<file path="config.mk">
export PLATFORM = sky130hd
export DESIGN_NAME = top_level
export DESIGN_NICKNAME = d
export VERILOG_FILES = /design/src/rtl/flt2fix_pkg.sv /design/src/rtl/dat_mem.sv /design/src/rtl/top_level.sv
export SDC_FILE = /design/constraint.sdc
export NUM_CORES = 1
export LEC_CHECK = 0
export BUFFER_PORTS_ARGS = -buffer_cell sky130_fd_sc_hd__clkbuf_2
export CAP_MARGIN = 40
export CORE_AREA = 5 5 42 44
export DETAILED_ROUTE_END_ITERATION = 16
export DIE_AREA = 0 0 47 49
export HOLD_SLACK_MARGIN = 0.05
export SYNTH_ARGS = -nofsm -noshare
export SYNTH_HDL_FRONTEND = slang
export SYNTH_HIERARCHICAL = 1
export SYNTH_SLANG_ARGS = --single-unit
</file>
<file path="constraint.sdc">
create_clock -name Clk -period 1.7 [get_ports Clk]
set_clock_uncertainty 0.2 [all_clocks]
set_input_delay 0.34 -clock Clk [delete_from_list [all_inputs] [get_ports Clk]]
set_output_delay 0.34 -clock Clk [all_outputs]
set_load 0.1 [all_outputs]
</file>
<file path="src/rtl/flt2fix_pkg.sv">
// Shared constants, state encoding and the half-float to signed 8.8 conversion rule.
`timescale 1ns/1ps
package flt2fix_pkg;

  localparam int MEM_DEPTH = 256;

  localparam logic [7:0] IN_LO  = 8'd4;
  localparam logic [7:0] IN_HI  = 8'd5;
  localparam logic [7:0] OUT_LO = 8'd6;
  localparam logic [7:0] OUT_HI = 8'd7;

  localparam int BIAS = 15;

  localparam logic [15:0] SAT_POS = 16'h7FFF;
  localparam logic [15:0] SAT_NEG = 16'h8000;

  // Exponent at which the 10-bit fraction lines up with the 8 output fraction bits.
  localparam logic [4:0] E_ALIGN = 5'(BIAS + 10 - 8);
  localparam logic [4:0] E_SAT   = 5'(BIAS + 10 - 8 + 6);

  typedef enum logic [2:0] {
    S_IDLE,
    S_LD_HI,
    S_LD_LO,
    S_CALC,
    S_ST_LO,
    S_ST_HI,
    S_DONE
  } state_t;

  function automatic logic [15:0] f16_to_q88(input logic [15:0] h);
    logic        s;
    logic [4:0]  e;
    logic [10:0] m;
    logic [23:0] mag;
    logic [15:0] m16;
    logic        sat;
    s = h[15];
    e = h[14:10];
    m = {(e != 5'd0), h[9:0]};
    if (e >= E_ALIGN)
      mag = {13'd0, m} << (e - E_ALIGN);
    else
      mag = {13'd0, m} >> (E_ALIGN - e);
    sat = (e >= E_SAT) || (!s && (mag > 24'd32767)) || (s && (mag > 24'd32768));
    m16 = mag[15:0];
    if (sat)
      return s ? SAT_NEG : SAT_POS;
    else
      return s ? (~m16 + 16'd1) : m16;
  endfunction

endpackage

</file>
<file path="src/rtl/dat_mem.sv">
// 256x8 data memory: combinational read, synchronous single-byte write, no reset.
`timescale 1ns/1ps
module dat_mem
  import flt2fix_pkg::*;
(
  input  logic       Clk,
  input  logic       we_i,
  input  logic [7:0] waddr_i,
  input  logic [7:0] wdata_i,
  input  logic [7:0] raddr_i,
  output logic [7:0] rdata_o
);

  logic [7:0] Core [0:MEM_DEPTH-1];

  always_ff @(posedge Clk) begin
    if (we_i)
      Core[waddr_i] <= wdata_i;
  end

  assign rdata_o = Core[raddr_i];

endmodule

</file>
<file path="src/rtl/top_level.sv">
// Float16 -> signed 8.8 converter: loads bytes 5/4, converts, stores bytes 6/7, raises Return.
// state   | meaning
// IDLE    | waiting for Start
// LD_HI   | latch operand high byte (Core[5])
// LD_LO   | latch operand low byte (Core[4])
// CALC    | register converted result
// ST_LO   | write result low byte (Core[6])
// ST_HI   | write result high byte (Core[7])
// DONE    | raise and hold Return; Start relaunches
`timescale 1ns/1ps
module top_level
  import flt2fix_pkg::*;
(
  input  logic Clk,
  input  logic Reset,
  input  logic Start,
  output logic Return
);

  state_t      state_q;
  logic [7:0]  hi_q;
  logic [7:0]  lo_q;
  logic [15:0] res_q;
  logic        ret_q;

  logic        mem_we;
  logic [7:0]  mem_waddr;
  logic [7:0]  mem_wdata;
  logic [7:0]  mem_raddr;
  logic [7:0]  mem_rdata;
  logic [15:0] res_d;

  always_comb begin
    mem_raddr = (state_q == S_LD_HI) ? IN_HI : IN_LO;
    mem_we    = (state_q == S_ST_LO) || (state_q == S_ST_HI);
    mem_waddr = (state_q == S_ST_HI) ? OUT_HI : OUT_LO;
    mem_wdata = (state_q == S_ST_HI) ? res_q[15:8] : res_q[7:0];
    res_d     = f16_to_q88({hi_q, lo_q});
  end

  dat_mem DM1 (
    .Clk     (Clk),
    .we_i    (mem_we),
    .waddr_i (mem_waddr),
    .wdata_i (mem_wdata),
    .raddr_i (mem_raddr),
    .rdata_o (mem_rdata)
  );

  always_ff @(posedge Clk or negedge Reset) begin
    if (!Reset) begin
      state_q <= S_IDLE;
      hi_q    <= 8'd0;
      lo_q    <= 8'd0;
      res_q   <= 16'd0;
      ret_q   <= 1'b0;
    end else begin
      case (state_q)
        S_IDLE:  if (Start) state_q <= S_LD_HI;
        S_LD_HI: begin
          hi_q    <= mem_rdata;
          state_q <= S_LD_LO;
        end
        S_LD_LO: begin
          lo_q    <= mem_rdata;
          state_q <= S_CALC;
        end
        S_CALC: begin
          res_q   <= res_d;
          state_q <= S_ST_LO;
        end
        S_ST_LO: state_q <= S_ST_HI;
        S_ST_HI: state_q <= S_DONE;
        S_DONE: begin
          // Return is raised one cycle into DONE so both result bytes have settled.
          if (Start) begin
            ret_q   <= 1'b0;
            state_q <= S_LD_HI;
          end else begin
            ret_q <= 1'b1;
          end
        end
        default: state_q <= S_IDLE;
      endcase
    end
  end

  assign Return = ret_q;

endmodule

</file>
Yosys cells after proc, flatten, opt, wreduce, memory -nomap -nowiden
Cells that the tools add are included.

Input bits: 3. Word-level logic and storage cells: 14. Output and inout bits: 1. Register bits: 4.

Reduce and logical (&&, ||, !) cells: 2. Equality and inequality tests: 7. Muxes and demuxes: 3.

Operator list (count): $pmux 3 s6 (1); $eq 3x3->1 const B (3); $eq 3x2->1 const B (2); $eq 3x1->1 const B (1); $logic_not 3->1 (1); $mux 3 (1); $ne 2x1->1 const B (1); $reduce_or 2->1 (1); $mux 1 (1).

Longest topological paths before layout
Word-level depth: 3. Depth in mapped cells: 2.

Worst setup path after synthesis
No wires, ideal clock.

Path kind: register -> register. From: reg, netlist name Return. To: reg ret_q (netlist: Return). Clock period less this slack: 1.449 ns. Arrival: 1.123 ns. Path slack: 0.251 ns. Stages on the path, launching flop included: 2. Setup time: 0.125 ns. Cells stage by stage: dfrtp_1 mux2_4.

RTL lines: to (signal assigned) (line top_level.sv:56) `ret_q <= 1'b0;`; to (signal assigned) (line top_level.sv:77) `ret_q <= 1'b0;`; to (signal assigned) (line top_level.sv:80) `ret_q <= 1'b1;`; to (decl) (line top_level.sv:24) `logic ret_q;`.

Final worst setup path
From: reg ret_q (netlist: Return). To: out Return.

RTL lines: to (decl) (line top_level.sv:17) `output logic Return`.

No word-level cell between the ends.

==> impl_metrics.toml <==
[logic_synthesis]
synth_compound_area_share_pct = 13.4
synth.distinct_cells = 10
syn_avg_cell_area_sq_um = 12.7
synth-simple-area-share_pct = 8.45
yosysSeqAreaShare_pct = 56.3
netlist_area_sq_um = 178
yosysWarnings = 6
synth_top_family_by_area = "multiplexers"
synth_seq_cells = 4
synthXorXnorAreaFrac_pct = 4.93
synth_fp_nets = 17
netlist_instances = 14
synth_mux_area_share_pct = 14.8
synth_fa_ha_area_share_pct = 0

[floorplanning]
die_h_microns = 49
die_area_sq_um = 2300
start_util_pct = 12.7
die_w_microns = 47
io_pins = 4
row_count = 14
core_area_sq_um = 1400

[clocking]
cts_buffers = 3
cts_max_level = 1
cts_sinks = 4
cts_resized = 0
clk_latency_ps = 230
path_clk_slew_ps = 40
clk_path_buf_depth = 2
root_buffer = "clkbuf_4"
hold_buffers = 1
cts_setup_buffers = 0
tritoncts = "yes"

[grt]
antenna_found_initial = 0
grt_pass1_wl_microns = 558
grt_pass1_vias = 151
grt_max_degree = 7
grt_overflow = 0
grt_usage_pct = 3.82

[timing]
hold_viol = 0
tns_ps = 0
finalCriticalPeriod_ps = 1410
maxSlewHeadroom_pct = 81.6
maxSlewViolCount = 0
finalCritPeriodShare_pct = 82.7
rsz0062_at_grt = "no"
max_freq_ghz = 0.711
finalSetupViolations = 0
worst_pin_slew_ps = 279

[drt]
drt-wirelength-per-cell_microns = 8.46
drtIter0Drc = 1
drc = 0
dr.pass1.iters = 2
totalWireLength_microns = 313
vias = 126
ant_nets = 0
vias_per_cell = 3.41

[final_layout]
nNetsFinal = 26
area_growth_pct = 39.4
drive_gt1_share_pct = 38.1
final_cell_mix = "4 x dfrtp_1, 3 x clkbuf_4, 2 x a21oi_1, 2 x clkbuf_2"
fillerInstances = 168
diodes = 0
layout_commonest_cell = "dfrtp_1"

[worst_hold_path]
hold_end = "state_q[0]"
hp-class = "in -> reg"
hp-start = "Start"
hold_depth = 3

[placed_design]
place_congestion = 0.714
io_buffers = 3
dpl.hpwl_microns = 231

[power]
total_leakage_power_nw = 0.114
power.total_mw = 0.550
power.density_nw_per_um2 = 2220
vdd_ir_drop_max_uv = 439

[critical_path]
worst_ep_arrival_time_ps = 870
worstPathRequired_ps = 1160
r2r_slack_ps = 480
path_buf_inv = 1
worstSetupPathType = "reg -> out"
startpoint_type = "flip-flop"
crit_chain = "buf_4"
crit_fanout = 2
critPathCaptureType = "output port"
cp_top_family = "flip-flops"
r2r-start = "state_q[0]"
crit_slowest_cell = "dfrtp_1"
slowest_delay_ps = 340
r2r_end = "Return"
r2r_cells = 2

[flow_run]
cap_violations = 0

[run_status]
status = "complete, no violations"
==> how the worst max path moves through the flow <==
stage,startpoint,endpoint,cells after the start
detailed placement,state_q[0],Return,2
finish,Return,Return,1
CTS,Return,Return,1
floorplan,Return,Return,1
global placement,state_q[0],Return,2
global route,Return,Return,1
==> per-layer routing <==
metal  global-route usage, %  wire (microns)  vias up
met2                    3.85             121        4
met1                    4.00             148       58
met3                    2.58              43        0
li1                        -               -       64
met5                       0               0        -
met4                    5.53               0        0
==> synth_stat cells, drive strengths merged <==
library cell | instances | area [sq um]
dfrtp | 4 | 100
a21oi | 2 | 10.0
inv | 1 | 3.75
o21ai | 1 | 5.00
a22o | 1 | 8.76
and2b | 1 | 7.51
mux2 | 2 | 26.3
xnor2 | 1 | 8.76
nand3b | 1 | 7.51
==> final cells by class <==
class	instances	area (sq um)	share of cell area, %
timing repair buffer	4	27.5	11.1
tap	16	20.0	8.08
clock buffer	3	22.5	9.09
multi-input combinational	9	73.8	29.8
inverter	1	3.75	1.52
sequential	4	100	40.4
==> logic make-up (layout without fill, tap and decap cells) <==
group / Yosys count / count (layout)
flip-flops: 4 / 4
multiplexers: 2 / 2
buffers and inverters: 1 / 8
AO/OA/AOI/OAI: 4 / 4
XOR/XNOR: 1 / 1
AND/OR/NAND/NOR: 2 / 2
==> per-stage QoR <==
step / hold WS (ps) / cell area (sq um) / worst slack, ps / utilization (%) / cells
2_1_floorplan: -156 / 178 / 251 / - / 14
3_3_place_gp: -47.4 / 215 / 501 / 15.4 / 33
6_report: 173 / 248 / 294 / 17.7 / 37
4_1_cts: 172 / 248 / 281 / 17.7 / 37
3_5_place_dp: -43.1 / 215 / 486 / 15.4 / 33
5_1_grt: 210 / 248 / 266 / 17.7 / 37
==> power breakdown <==
part | switching [mW] | internal, mW
combinational | 0.133 | 0.105
clock | 0.0383 | 0.0789
sequential | 0.0502 | 0.145
==> state kept, by name, indices dropped and copies added (netlist names) <==
name and count:
state_q 3, Return 1
Note: power is estimated with default switching activity, not from simulation.
